===== src/rtl/sync_fifo_pkg.sv =====
// Shared constants and helpers for the synchronous FIFO and its read-side adapter.
package sync_fifo_pkg;

  // Number of beats the read adapter can hold (head + skid).
  localparam int ADP_BUF_DEPTH = 2;

  // Width of the adapter's occupancy counter (holds 0..2).
  localparam int ADP_CNT_W = 2;

  typedef logic [ADP_CNT_W-1:0] buf_cnt_t;

  // True when one more FIFO read can be issued without overrunning the buffer.
  // The sum is formed at 3 bits; pop implies cnt >= 1, so it cannot underflow.
  function automatic logic adp_credit_ok(input buf_cnt_t cnt, input logic inflight,
                                         input logic pop);
    logic [2:0] committed;
    committed = {1'b0, cnt} + {2'b00, inflight} - {2'b00, pop};
    return committed < 3'(ADP_BUF_DEPTH);
  endfunction

endpackage


===== src/rtl/rd_skid_buf.sv =====
// Two-entry head/skid output buffer for the FIFO read adapter.
// 'cap' writes cap_data into the next free slot, 'pop' retires head.
module rd_skid_buf
  import sync_fifo_pkg::*;
#(
  parameter int WIDTH = 8
) (
  input  logic             clk,
  input  logic             rst_n,
  input  logic             cap,
  input  logic [WIDTH-1:0] cap_data,
  input  logic             pop,
  output logic [WIDTH-1:0] head,
  output buf_cnt_t         buf_cnt
);

  logic [WIDTH-1:0] head_reg, head_next;
  logic [WIDTH-1:0] skid_reg, skid_next;
  buf_cnt_t         cnt_reg, cnt_next;

  // Next-state for the buffer: head is always the oldest beat, skid the younger one.
  always_comb begin
    head_next = head_reg;
    skid_next = skid_reg;
    cnt_next  = cnt_reg;
    case ({cap, pop})
      2'b10: begin
        if (cnt_reg == '0) head_next = cap_data;
        else               skid_next = cap_data;
        cnt_next = cnt_reg + 2'd1;
      end
      2'b01: begin
        head_next = skid_reg;
        cnt_next  = cnt_reg - 2'd1;
      end
      2'b11: begin
        // Occupancy is unchanged; the new beat lands behind whatever remains.
        if (cnt_reg == 2'd1) begin
          head_next = cap_data;
        end else begin
          head_next = skid_reg;
          skid_next = cap_data;
        end
      end
      default: ;
    endcase
  end

  // Buffer registers; contents are discarded immediately on reset.
  always_ff @(posedge clk or negedge rst_n) begin
    if (!rst_n) begin
      head_reg <= '0;
      skid_reg <= '0;
      cnt_reg  <= '0;
    end else begin
      head_reg <= head_next;
      skid_reg <= skid_next;
      cnt_reg  <= cnt_next;
    end
  end

  assign head    = head_reg;
  assign buf_cnt = cnt_reg;

endmodule


===== src/rtl/sync_fifo_rd_adapter.sv =====
// Read-side adapter for sync_fifo: turns rd_en/empty/registered rd_data into a
// valid/ready stream, hiding the one-cycle read latency at full throughput.
module sync_fifo_rd_adapter
  import sync_fifo_pkg::*;
#(
  parameter int WIDTH = 8
) (
  input  logic             clk,
  input  logic             rst_n,
  output logic             fifo_rd_en,
  input  logic             fifo_empty,
  input  logic [WIDTH-1:0] fifo_rd_data,
  output logic             m_valid,
  output logic [WIDTH-1:0] m_data,
  input  logic             m_ready,
  output logic             busy
);

  logic             inflight_reg;
  logic             pop;
  buf_cnt_t         buf_cnt;
  logic [WIDTH-1:0] head;

  assign m_valid = (buf_cnt != '0);
  assign pop     = m_valid && m_ready;

  // A read is issued only if its data is guaranteed a slot when it returns;
  // pop frees a slot in the same cycle so streaming has no bubbles.
  assign fifo_rd_en = !fifo_empty && adp_credit_ok(buf_cnt, inflight_reg, pop);

  // Remember that a read was issued; its data arrives on fifo_rd_data next cycle.
  always_ff @(posedge clk or negedge rst_n) begin
    if (!rst_n) inflight_reg <= 1'b0;
    else        inflight_reg <= fifo_rd_en;
  end

  rd_skid_buf #(
    .WIDTH(WIDTH)
  ) u_buf (
    .clk      (clk),
    .rst_n    (rst_n),
    .cap      (inflight_reg),
    .cap_data (fifo_rd_data),
    .pop      (pop),
    .head     (head),
    .buf_cnt  (buf_cnt)
  );

  assign m_data = head;
  assign busy   = m_valid || inflight_reg;

endmodule

===== config.mk =====
export PLATFORM = sky130hd
export DESIGN_NAME = sync_fifo_rd_adapter
export DESIGN_NICKNAME = d
export VERILOG_FILES = /design/src/rtl/sync_fifo_pkg.sv /design/src/rtl/rd_skid_buf.sv /design/src/rtl/sync_fifo_rd_adapter.sv
export SDC_FILE = /design/constraint.sdc
export NUM_CORES = 1
export LEC_CHECK = 0
export BUFFER_PORTS_ARGS = -buffer_cell sky130_fd_sc_hd__buf_2
export CAP_MARGIN = 20
export CORE_UTILIZATION = 46
export CTS_CLUSTER_SIZE = 30
export DETAILED_ROUTE_END_ITERATION = 8
export PLACE_DENSITY_LB_ADDON = 0.1
export SYNTH_ARGS = -nofsm -noshare
export SYNTH_HDL_FRONTEND = slang
export SYNTH_SLANG_ARGS = --single-unit
export TNS_END_PERCENT = 5

===== constraint.sdc =====
create_clock -name clk -period 1.87 [get_ports clk]
set_input_delay 0.0935 -clock clk [delete_from_list [all_inputs] [get_ports clk]]
set_output_delay 0.0935 -clock clk [all_outputs]
set_load 0.05 [all_outputs]

==> results of run 1 <==
final cells by class:
type	instances	area (sq um)
timing repair buffer	36	226.5
sequential	19	476.7
inverter	3	11.26
clock inverter	1	5.005
multi-input combinational	44	473.0
clock buffer	3	22.52
tap	25	31.28
fill	131	555.5
worst max-delay path: stages (launching register included):
cell and delay (ns):
dfrtp_2 0.42, inv_2 0.08, ha_4 0.15, nor2b_4 0.05, xnor2_2 0.13, nand2b_4 0.14
fa_2 0.51, nor3b_4 0.21, buf_6 0.19
worst max path at each step:
| stage | from | end | slack [ns] | cells after the start |
|---|---|---|---|---|
| finish | u_buf.buf_cnt[1] | fifo_rd_en | -0.41 | 8 |
| global route | u_buf.buf_cnt[0] | fifo_rd_en | -0.50 | 8 |
| CTS | u_buf.buf_cnt[0] | fifo_rd_en | -0.41 | 8 |
| detailed placement | u_buf.buf_cnt[0] | fifo_rd_en | -0.17 | 9 |
| global placement | u_buf.buf_cnt[1] | fifo_rd_en | -0.12 | 9 |
| floorplan | u_buf.buf_cnt[1] | inflight_reg | -0.41 | 8 |
cells in the mapped netlist, drive strengths merged:
cell type | instances | share of area [%]
nor3b | 1 | 0.81
ha | 2 | 2.7
xnor2 | 2 | 1.9
o221a | 8 | 9.7
mux2 | 9 | 11
fa | 1 | 2.2
xor2 | 1 | 0.94
inv | 3 | 1.2
and2 | 1 | 0.67
nor2b | 1 | 1.5
nand2 | 3 | 1.5
buf | 2 | 2.0
mux2i | 3 | 3.6
or2b | 1 | 0.81
dfrtp | 19 | 51
nand2b | 10 | 7.5
a21oi | 1 | 0.94
power breakdown:
group | leakage, nW | internal [mW] | switching (mW) | total, mW
Clock | 0.0177 | 0.0800 | 0.135 | 0.215
Sequential | 0.223 | 0.621 | 0.105 | 0.726
Combinational | 0.333 | 0.725 | 0.900 | 1.62
placed cells by master, fill, tap and decap left out:
master	instances
clkinv_2	1
inv_1	1
a21oi_2	1
xor2_2	1
mux2i_1	2
mux2_2	9
o221a_1	8
xnor2_1	1
dfrtp_1	18
ha_4	1
and2_1	1
buf_2	21
nand2b_1	8
clkbuf_4	3
xnor2_2	1
nor3b_4	1
ha_1	1
dfrtp_2	1
nand2b_4	2
mux2i_2	1
or2b_1	1
dlygate4sd3_1	2
inv_2	2
nand2_2	1
buf_6	1
fa_2	1
nand2_1	2
buf_4	12
nor2b_4	1
routing by layer:
layer / GRT usage, % / vias up / share of wire, %
met1: 25.62 / 330 / 41
met2: 33.06 / 25 / 52
met4: 12.00 / 0 / 2.5
li1: - / 316 / -
met5: 0 / - / 0
met3: 2.308 / 5 / 4.8
cells by family (layout without fill, tap and decap cells):
| kind of cell | Yosys count | count (layout) | synth area share (%) |
|---|---|---|---|
| AOI/OAI and AO/OA | 9 | 9 | 10.63 |
| muxes | 12 | 12 | 14.54 |
| adders and majority gates | 3 | 3 | 4.845 |
| and+or+nand+nor | 17 | 17 | 12.79 |
| buffers and inverters | 5 | 43 | 3.230 |
| DFF | 19 | 19 | 51.14 |
| xor gates and xnor gates | 3 | 3 | 2.827 |
repair_timing:
action | in CTS | in global routing
hold buffers | 2 | 0
gates resized for setup | 4 | 0
setup endpoints to repair | 1 | 1
endpoints found under the hold margin | 20 | 0
setup buffers | 2 | 2
pin swaps | 1 | 0
==> results.md, run 1 <==
- Pre-Repair DR Iteration Count: 4
- Register area share after synthesis: 51.14%
- Max Buffers Root-to-Sink: 2
- Layout cells sized above 1: 57.55%
- Vias: 676
- Yosys warns: 0
- Fin util: 69.17%
- Wire length per cell: 14.47 um
- Initial antenna violation count: 0
- Grt ovf: 0
- Distinct cells, synth: 21
- Pwr/cell area: 2059 mW/mm^2
- Wirelength, routed: 1.895 mm
- DP Cell Count: 121
- Post-DRT Antenna Nets: 0
- Clk_skew: 0.003179 ns
- Failing checks: setup timing
- Worst setup margin: -0.4077 ns
- Kind of critical path: flop to primary output
- Final Instance Count excl. Fillers: 131
- Boundary Pins: 23
- Core area: 0.001802 sq mm
- Post-Synthesis Cells: 68
- Pre-CTS setup slack: -0.1711 ns
- Syn Nets: 83
- Hold Fails Final Rpt: 0
- I/O Buffers: 22
- RSZ-0062 raised after global routing: yes
- Setup_tns: -0.4139 ns
- R2r setup slk: -0.01 ns
- Least-Margin Pin Slew: 0.4093 ns
- P&R area growth vs syn: 34.05%
- Hold path depth: 2
- Cell Area, Synth: 929.6 sq um
- TritonCTS clock tree: built
- Period utilisation layout: 121.8%
- Total Power: 2.566 mW
- WHS: 0.02844 ns
- LEAKAGE: 0.5734 nW
- Startpoint types: flop
- WHS Endpoint: u_buf.skid_reg[1]
- Reg2Reg Launch Point: u_buf.buf_cnt[1]
- Register bit total from synthesis: 19
- DP HPWL: 1.295 mm
- Clock Pin Slew Worst Setup and Hold Paths: 0.11 ns
- Initial DRC count: 15
- Req. time, crit path: 1.78 ns
- Max-slew headroom: 72.71%
- Placed inst area: 0.001155 sq mm
- Synth Area per Inst: 13.67 sq um
- Row cnt: 15
- Global placer's final weighted congestion: 0.7091
- Maximum vdd ir drop: 1.308 mV
- FF-to-FF End: inflight_reg
- CTS Root Cell: clkbuf_4
- Hold path startpoint: fifo_rd_data[1]
- Final min period: 2.278 ns
- CP arrival: 2.18 ns
- Max FO, Critical Path: 3
- Worst min-delay path class: input pin to flop
- H-tree levels: 1
- Vias in the first global route: 626
- Crit. End Element: primary output
- Die area: 0.002205 sq mm
- Num CTS Buffers: 3
- Clock Latency Late Sink: 0.31 ns
- Outcome: complete, but fails checks
- Max-slew violation count: 0
- Number of clock sinks: 19
- Final instance area: 0.001246 sq mm
- First-pass GRT wire length: 2.856 mm
- Initial Util: 51.60%
- Largest net degree at the start of global routing: 20
- Post-route DRC: 0
- Max-Cap Viols: 0
- Endpoints failing setup: 2
- R2R depth: 8
- N_diodes: 0
- Achievable Freq: 439.0 MHz
- Nets: 122
- Die Y-Extent: 46.96 um
- Gr usage total: 20.15%
- Routed vias/inst: 5.160
- Chip width: 46.96 um
No activity file was read; power rests on OpenSTA's default activity.
==> run 2, diff against run 1 <==
Settings changed: PLACE_DENSITY_LB_ADDON 0.1 to 0.25.
==> run 2 against run 1 <==
Compared with the run above: the run still ends with setup timing left; clock power decreased by 5%; count of clock-buffer cells in the layout unchanged; first-iteration DRC count decreased by 87%; final cell count decreased by 1.5%; largest cell class unchanged.
==> results.md, run 2 (synthesized netlist as in run 1, its figures left out) <==
- Worst Path Buf+Inv: 2 (unchanged)
- Most common cell after layout, fill and taps aside: buf_2
- First-pass GRT wire length: 2.904 mm (+1.7%)
- Post-route DRC: 0 (unchanged)
- Maximum vdd ir drop: 1.077 mV (-18%)
- Wirelength, routed: 1.749 mm (-7.7%)
- H-tree levels: 1 (unchanged)
- Number of clock sinks: 19 (unchanged)
- Global placer's final weighted congestion: 0.6808 (-4.0%)
- Delay-heaviest family, CP: adder cells
- Vias in the first global route: 674 (+7.7%)
- Die Y-Extent: 46.96 um (unchanged)
- DP HPWL: 1.250 mm (-3.4%)
- Worst setup margin: -0.4162 ns (-0.008503 ns)
- Largest net degree at the start of global routing: 20 (unchanged)
- Max-slew violation count: 0 (unchanged)
- Initial antenna violation count: 0 (unchanged)
- Hold path depth: 2 (unchanged)
- Max Buffers Root-to-Sink: 2 (unchanged)
- TritonCTS clock tree: built
- DP Cell Count: 122 (+0.83%)
- Worst min-delay path class: input pin to flop
- RSZ-0062 raised after global routing: yes
- R2R depth: 11 (+3)
- Clk_skew: 0.007138 ns (+0.003959 ns)
- Grt ovf: 0 (unchanged)
- Vias: 650 (-3.8%)
- Initial Util: 51.60% (unchanged)
- Slowest stage delay, CP: 0.42 ns (-0.09 ns)
- Initial DRC count: 2 (-13)
- Layout cells sized above 1: 57.69% (+0.15 points)
- CTS Root Cell: clkbuf_4
- R2r setup slk: -0.19 ns (-0.18 ns)
- Core area: 0.001802 sq mm (unchanged)
- FF-to-FF End: inflight_reg
- Fin util: 68.61% (-0.56 points)
- Pwr/cell area: 2069 mW/mm^2 (+0.49%)
- Wire length per cell: 13.56 um (-6.3%)
- Row cnt: 15 (unchanged)
- Crit. End Element: primary output
- Startpoint types: flop
- P&R area growth vs syn: 32.97%
- Final min period: 2.286 ns (+0.008503 ns)
- Die area: 0.002205 sq mm (unchanged)
- Pre-Repair DR Iteration Count: 4 (unchanged)
- Endpoints failing setup: 2 (unchanged)
- Hold path startpoint: fifo_rd_data[7]
- Clock Latency Late Sink: 0.30 ns (about the same)
- Max-slew headroom: 71.79% (-0.92 points)
- Kind of critical path: flop to primary output
- Boundary Pins: 23 (unchanged)
- Clock Pin Slew Worst Setup and Hold Paths: 0.11 ns (about the same)
- Post-DRT Antenna Nets: 0 (unchanged)
- I/O Buffers: 22 (unchanged)
- Max FO, Critical Path: 3 (unchanged)
- Max-Cap Viols: 0 (unchanged)
- Reg2Reg Launch Point: u_buf.buf_cnt[1]
- Final Instance Count excl. Fillers: 129 (-1.5%)
- Total Power: 2.558 mW (-0.32%)
- Num CTS Buffers: 3 (unchanged)
- Routed vias/inst: 5.039 (-2.4%)
- WHS: 0.03598 ns (+0.007544 ns)
- Req. time, crit path: 1.78 ns (about the same)
- N_diodes: 0 (unchanged)
- Setup_tns: -0.6077 ns (-0.1938 ns)
- Most frequent cells in the layout: buf_2 (21), dfrtp_1 (18), mux2_2 (9), buf_4 (9)
- LEAKAGE: 0.5671 nW (-1.1%)
- Least-Margin Pin Slew: 0.4231 ns (+0.01377 ns)
- Failing checks: setup timing
- Period utilisation layout: 122.3% (+0.45 points)
- Achievable Freq: 437.4 MHz (-0.37%)
- Gr usage total: 19.23% (-0.92 points)
- CP arrival: 2.19 ns (about the same)
- Worst path cell trace: inv_2, ha_4, nor2b_4, xnor2_2, nand2b_4, fa_2, xor2_2, nor3b_4, buf_6
- Outcome: complete, but fails checks
- Hold Fails Final Rpt: 0 (unchanged)
- Nets: 120 (-1.6%)
- Chip width: 46.96 um (unchanged)
- Critical Path Slowest Stage Cell: dfrtp_2
- WHS Endpoint: u_buf.skid_reg[7]
-- run 2: changes by cell type in the layout (fill, tap and decap cells not counted) --
| cell | change |
|---|---|
| dlygate4sd3_1 | -1 |
| buf_6 | +2 |
| buf_4 | -3 |
-- run 2: layer usage --
metal | global-route usage, % | part of all wire, % | vias to the layer above
li1 | - | - | 314
met1 | 23.04 | 44 | 318
met2 | 34.44 | 52 | 16
met3 | 3.462 | 3.0 | 2
met4 | 6.857 | 0.74 | 0
met5 | 0 | 0 | -
-- run 2: power by group --
part,total (mW),internal [mW],leakage (nW),switching (mW)
combinational,1.64,0.731,0.326,0.905
clock,0.204,0.0796,0.0177,0.125
sequential,0.717,0.621,0.223,0.0967
-- run 2: worst max path at each step --
stage / cells past startpoint / endpoint / startpoint / slack [ns]
after floorplan: 8 / inflight_reg / u_buf.buf_cnt[1] / -0.41
after global placement: 9 / fifo_rd_en / u_buf.buf_cnt[1] / -0.13
after detailed placement: 9 / fifo_rd_en / u_buf.buf_cnt[1] / -0.20
after CTS: 9 / fifo_rd_en / u_buf.buf_cnt[1] / -0.41
after global routing: 9 / fifo_rd_en / u_buf.buf_cnt[0] / -0.53
final: 9 / fifo_rd_en / u_buf.buf_cnt[1] / -0.42
-- run 2: cell type report --
cell class / count / area, sq um
Sequential cell: 19 / 476.7
Timing Repair Buffer: 34 / 216.5
Clock inverter: 1 / 5.005
Fill cell: 144 / 565.5
Multi-Input combinational cell: 44 / 473.0
Clock buffer: 3 / 22.52
Inverter: 3 / 11.26
Tap cell: 25 / 31.28
-- run 2: worst register-to-register path: stages (launching register included) --
cell and delay, ns:
dfrtp_2 0.42, inv_2 0.08, ha_4 0.15, nor2b_4 0.05, xnor2_2 0.13, nand2b_4 0.14
fa_2 0.35, xor2_2 0.17, nor3b_4 0.23, buf_4 0.15, buf_6 0.08, buf_6 0.07
-- run 2: repair_timing --
action,CTS,global route
hold buffers,1,0
gates resized for setup,4,2
hold endpoints to repair,19,0
buffers inserted,1,1
pin swaps,1,1
endpoints found under the setup margin,2,2
-- run 2: per-stage QoR --
stage                     cell area [sq um]  setup WS, ns
after floorplan                       972.2       -0.4071
after global placement                 1162       -0.1268
after detailed placement               1162       -0.2008
after CTS                              1225       -0.4120
after global routing                   1236       -0.5292
final                                  1236       -0.4162
==> run 3, diff against run 2 <==
Settings changed: PLACE_DENSITY_LB_ADDON 0.25 to 0.2.
==> run 3 against run 2 <==
Compared with the run above: the run still ends with setup timing left; final cell count stayed put; final area is 0.41% lower; worst hold slack better by 0.0033 ns; clock skew is 0.0063 ns higher; wire length is 3.4% higher; sequential cell count stayed put; combinational power is 3% lower; sequential power is 0.6% higher; first-iteration DRC count stayed put; sequential share of layout area is 0.16 points higher; largest cell class unchanged.
==> results.md, run 3 (synthesized netlist as in run 1, its figures left out) <==
- Max-Cap Viols: 0 (unchanged)
- Crit. End Element: primary output
- Vias: 654 (+0.62%)
- Wirelength, routed: 1.809 mm (+3.4%)
- Final instance area: 0.001231 sq mm (-0.41%)
- Setup_tns: -0.3927 ns (+0.2150 ns)
- Initial DRC count: 2 (unchanged)
- Total internal power: 1.393 mW (-2.7%)
- CTS Root Cell: clkbuf_4
- Routed vias/inst: 5.070 (+0.62%)
- Period utilisation layout: 121.0% (-1.3 points)
- Number of clock sinks: 19 (unchanged)
- N_diodes: 0 (unchanged)
- Total Power: 2.509 mW (-1.9%)
- LEAKAGE: 0.5635 nW (-0.64%)
- Maximum vdd ir drop: 1.056 mV (-1.9%)
- Most common cell after layout, fill and taps aside: buf_2
- CP arrival: 2.17 ns (-0.02 ns)
- Layout cells sized above 1: 56.73% (-0.96 points)
- Gate power share: 63.4% (-0.6 points)
- Chip width: 46.96 um (unchanged)
- Num CTS Buffers: 3 (unchanged)
- Hold path depth: 2 (unchanged)
- R2R depth: 8 (-3)
- Initial Util: 51.60% (unchanged)
- DP Cell Count: 121 (-0.82%)
- Largest net degree at the start of global routing: 20 (unchanged)
- Die area: 0.002205 sq mm (unchanged)
- Startpoint types: flop
- Hold Fails Final Rpt: 0 (unchanged)
- TritonCTS clock tree: built
- Wire length per cell: 14.02 um (+3.4%)
- Gr usage total: 18.84% (-0.39 points)
- Clock share of power: 7.9% (about the same)
- Req. time, crit path: 1.78 ns (about the same)
- Endpoints failing setup: 1 (-1)
- Grt ovf: 0 (unchanged)
- Pwr/cell area: 2038 mW/mm^2 (-1.5%)
- Max Buffers Root-to-Sink: 2 (unchanged)
- Most frequent cells in the layout: buf_2 (21), dfrtp_1 (18), buf_4 (10), mux2_2 (9)
- Switch Pwr: 1.116 mW (-0.93%)
- Max-slew violation count: 0 (unchanged)
- Pre-CTS setup slack: -0.2150 ns (-0.01415 ns)
- DP HPWL: 1.304 mm (+4.3%)
- First-pass GRT wire length: 2.780 mm (-4.3%)
- Boundary Pins: 23 (unchanged)
- Clock Latency Late Sink: 0.30 ns (about the same)
- Least-Margin Pin Slew: 0.4219 ns (-0.001161 ns)
- Global placer's final weighted congestion: 0.7047 (+3.5%)
- Pre-Repair DR Iteration Count: 4 (unchanged)
- Fin util: 68.33% (-0.28 points)
- Worst min-delay path class: input pin to flop
- RSZ-0062 raised after global routing: yes
- Post-route DRC: 0 (unchanged)
- Final min period: 2.263 ns (-0.02357 ns)
- Clock Pin Slew Worst Setup and Hold Paths: 0.11 ns (about the same)
- Achievable Freq: 442.0 MHz (+1.0%)
- Vias in the first global route: 603 (-11%)
- Die Y-Extent: 46.96 um (unchanged)
- Outcome: complete, but fails checks
- Sw Ratio: 44.48% (+0.45 points)
- P&R area growth vs syn: 32.44%
- Kind of critical path: flop to primary output
- Max FO, Critical Path: 3 (unchanged)
- WHS: 0.03927 ns (+0.003296 ns)
- Failing checks: setup timing
- Final Instance Count excl. Fillers: 129 (unchanged)
- Multi-input logic area: 473.0 sq um (unchanged)
- Core area: 0.001802 sq mm (unchanged)
- H-tree levels: 1 (unchanged)
- Row cnt: 15 (unchanged)
- FF/Latch Area: 476.7 sq um (unchanged)
- Max-slew headroom: 71.87% (+0.077 points)
- Clk_skew: 0.01348 ns (+0.006338 ns)
- Placed inst area: 0.001155 sq mm (-0.65%)
- I/O Buffers: 22 (unchanged)
- Initial antenna violation count: 0 (unchanged)
- Fillers: 139 (-3.5%)
- Nets: 120 (unchanged)
- Worst setup margin: -0.3927 ns (+0.02357 ns)
- Reg power frac: 28.7% (+0.7 points)
- Post-DRT Antenna Nets: 0 (unchanged)
-- run 3: cell types whose count changed in the layout (fill, tap and decap cells not counted) --
| cell | change |
|---|---|
| buf_6 | -2 |
| dlygate4sd3_1 | +1 |
| buf_4 | +1 |
-- run 3: critical path: stages (launching register included) --
cell and delay [ns]:
dfrtp_2 0.42, inv_2 0.07, ha_4 0.14, nor2b_4 0.05
xnor2_2 0.13, nand2b_4 0.14, fa_2 0.36, xor2_2 0.17
nor3b_4 0.20, buf_6 0.18
-- run 3: worst paths after layout --
kind,start,to,slack [ns]
max,u_buf.buf_cnt[1],fifo_rd_en,-0.39
min reg2reg,u_buf.skid_reg[6],u_buf.skid_reg[6],0.52
max reg2reg,u_buf.buf_cnt[1],inflight_reg,0.09
min in group asynchronous,rst_n,u_buf.buf_cnt[0],0.26
min,fifo_rd_data[4],u_buf.skid_reg[4],0.04
max in group asynchronous,rst_n,u_buf.buf_cnt[1],1.29
-- run 3: layout make-up --
type                            instances  share of cell area (%)
Sequential cell                        19                   38.72
Multi-Input combinational cell         44                   38.41
Timing Repair Buffer                   34                   17.17
Tap cell                               25                   2.541
Clock buffer                            3                   1.829
Inverter                                3                  0.9146
Clock inverter                          1                  0.4065
-- run 3: metal layers --
| metal | vias to the layer above | wire length, um | track usage (%) |
|---|---|---|---|
| li1 | 317 | - | - |
| met2 | 20 | 923 | 32.22 |
| met4 | 0 | 10 | 5.143 |
| met3 | 2 | 75 | 5.769 |
| met1 | 315 | 799 | 23.10 |
| met5 | - | 0 | 0 |
-- run 3: what timing repair did --
item	CTS	global route
gates cloned	0	0
pin swaps	1	0
endpoints found under the hold margin	20	0
endpoints found under the setup margin	1	2
gates resized for setup	4	0
hold buffers	2	0
buffers inserted	1	1
-- run 3: power groups by stage --
| stage | combinational (mW) | sequential [mW] | clock (mW) |
|---|---|---|---|
| after floorplan | 0.829 | 1.05 | 0 |
| after global placement | 1.49 | 0.714 | 0 |
| after detailed placement | 1.54 | 0.722 | 0 |
| after CTS | 1.59 | 0.719 | 0.208 |
| after global routing | 1.70 | 0.746 | 0.226 |
| final | 1.59 | 0.721 | 0.198 |
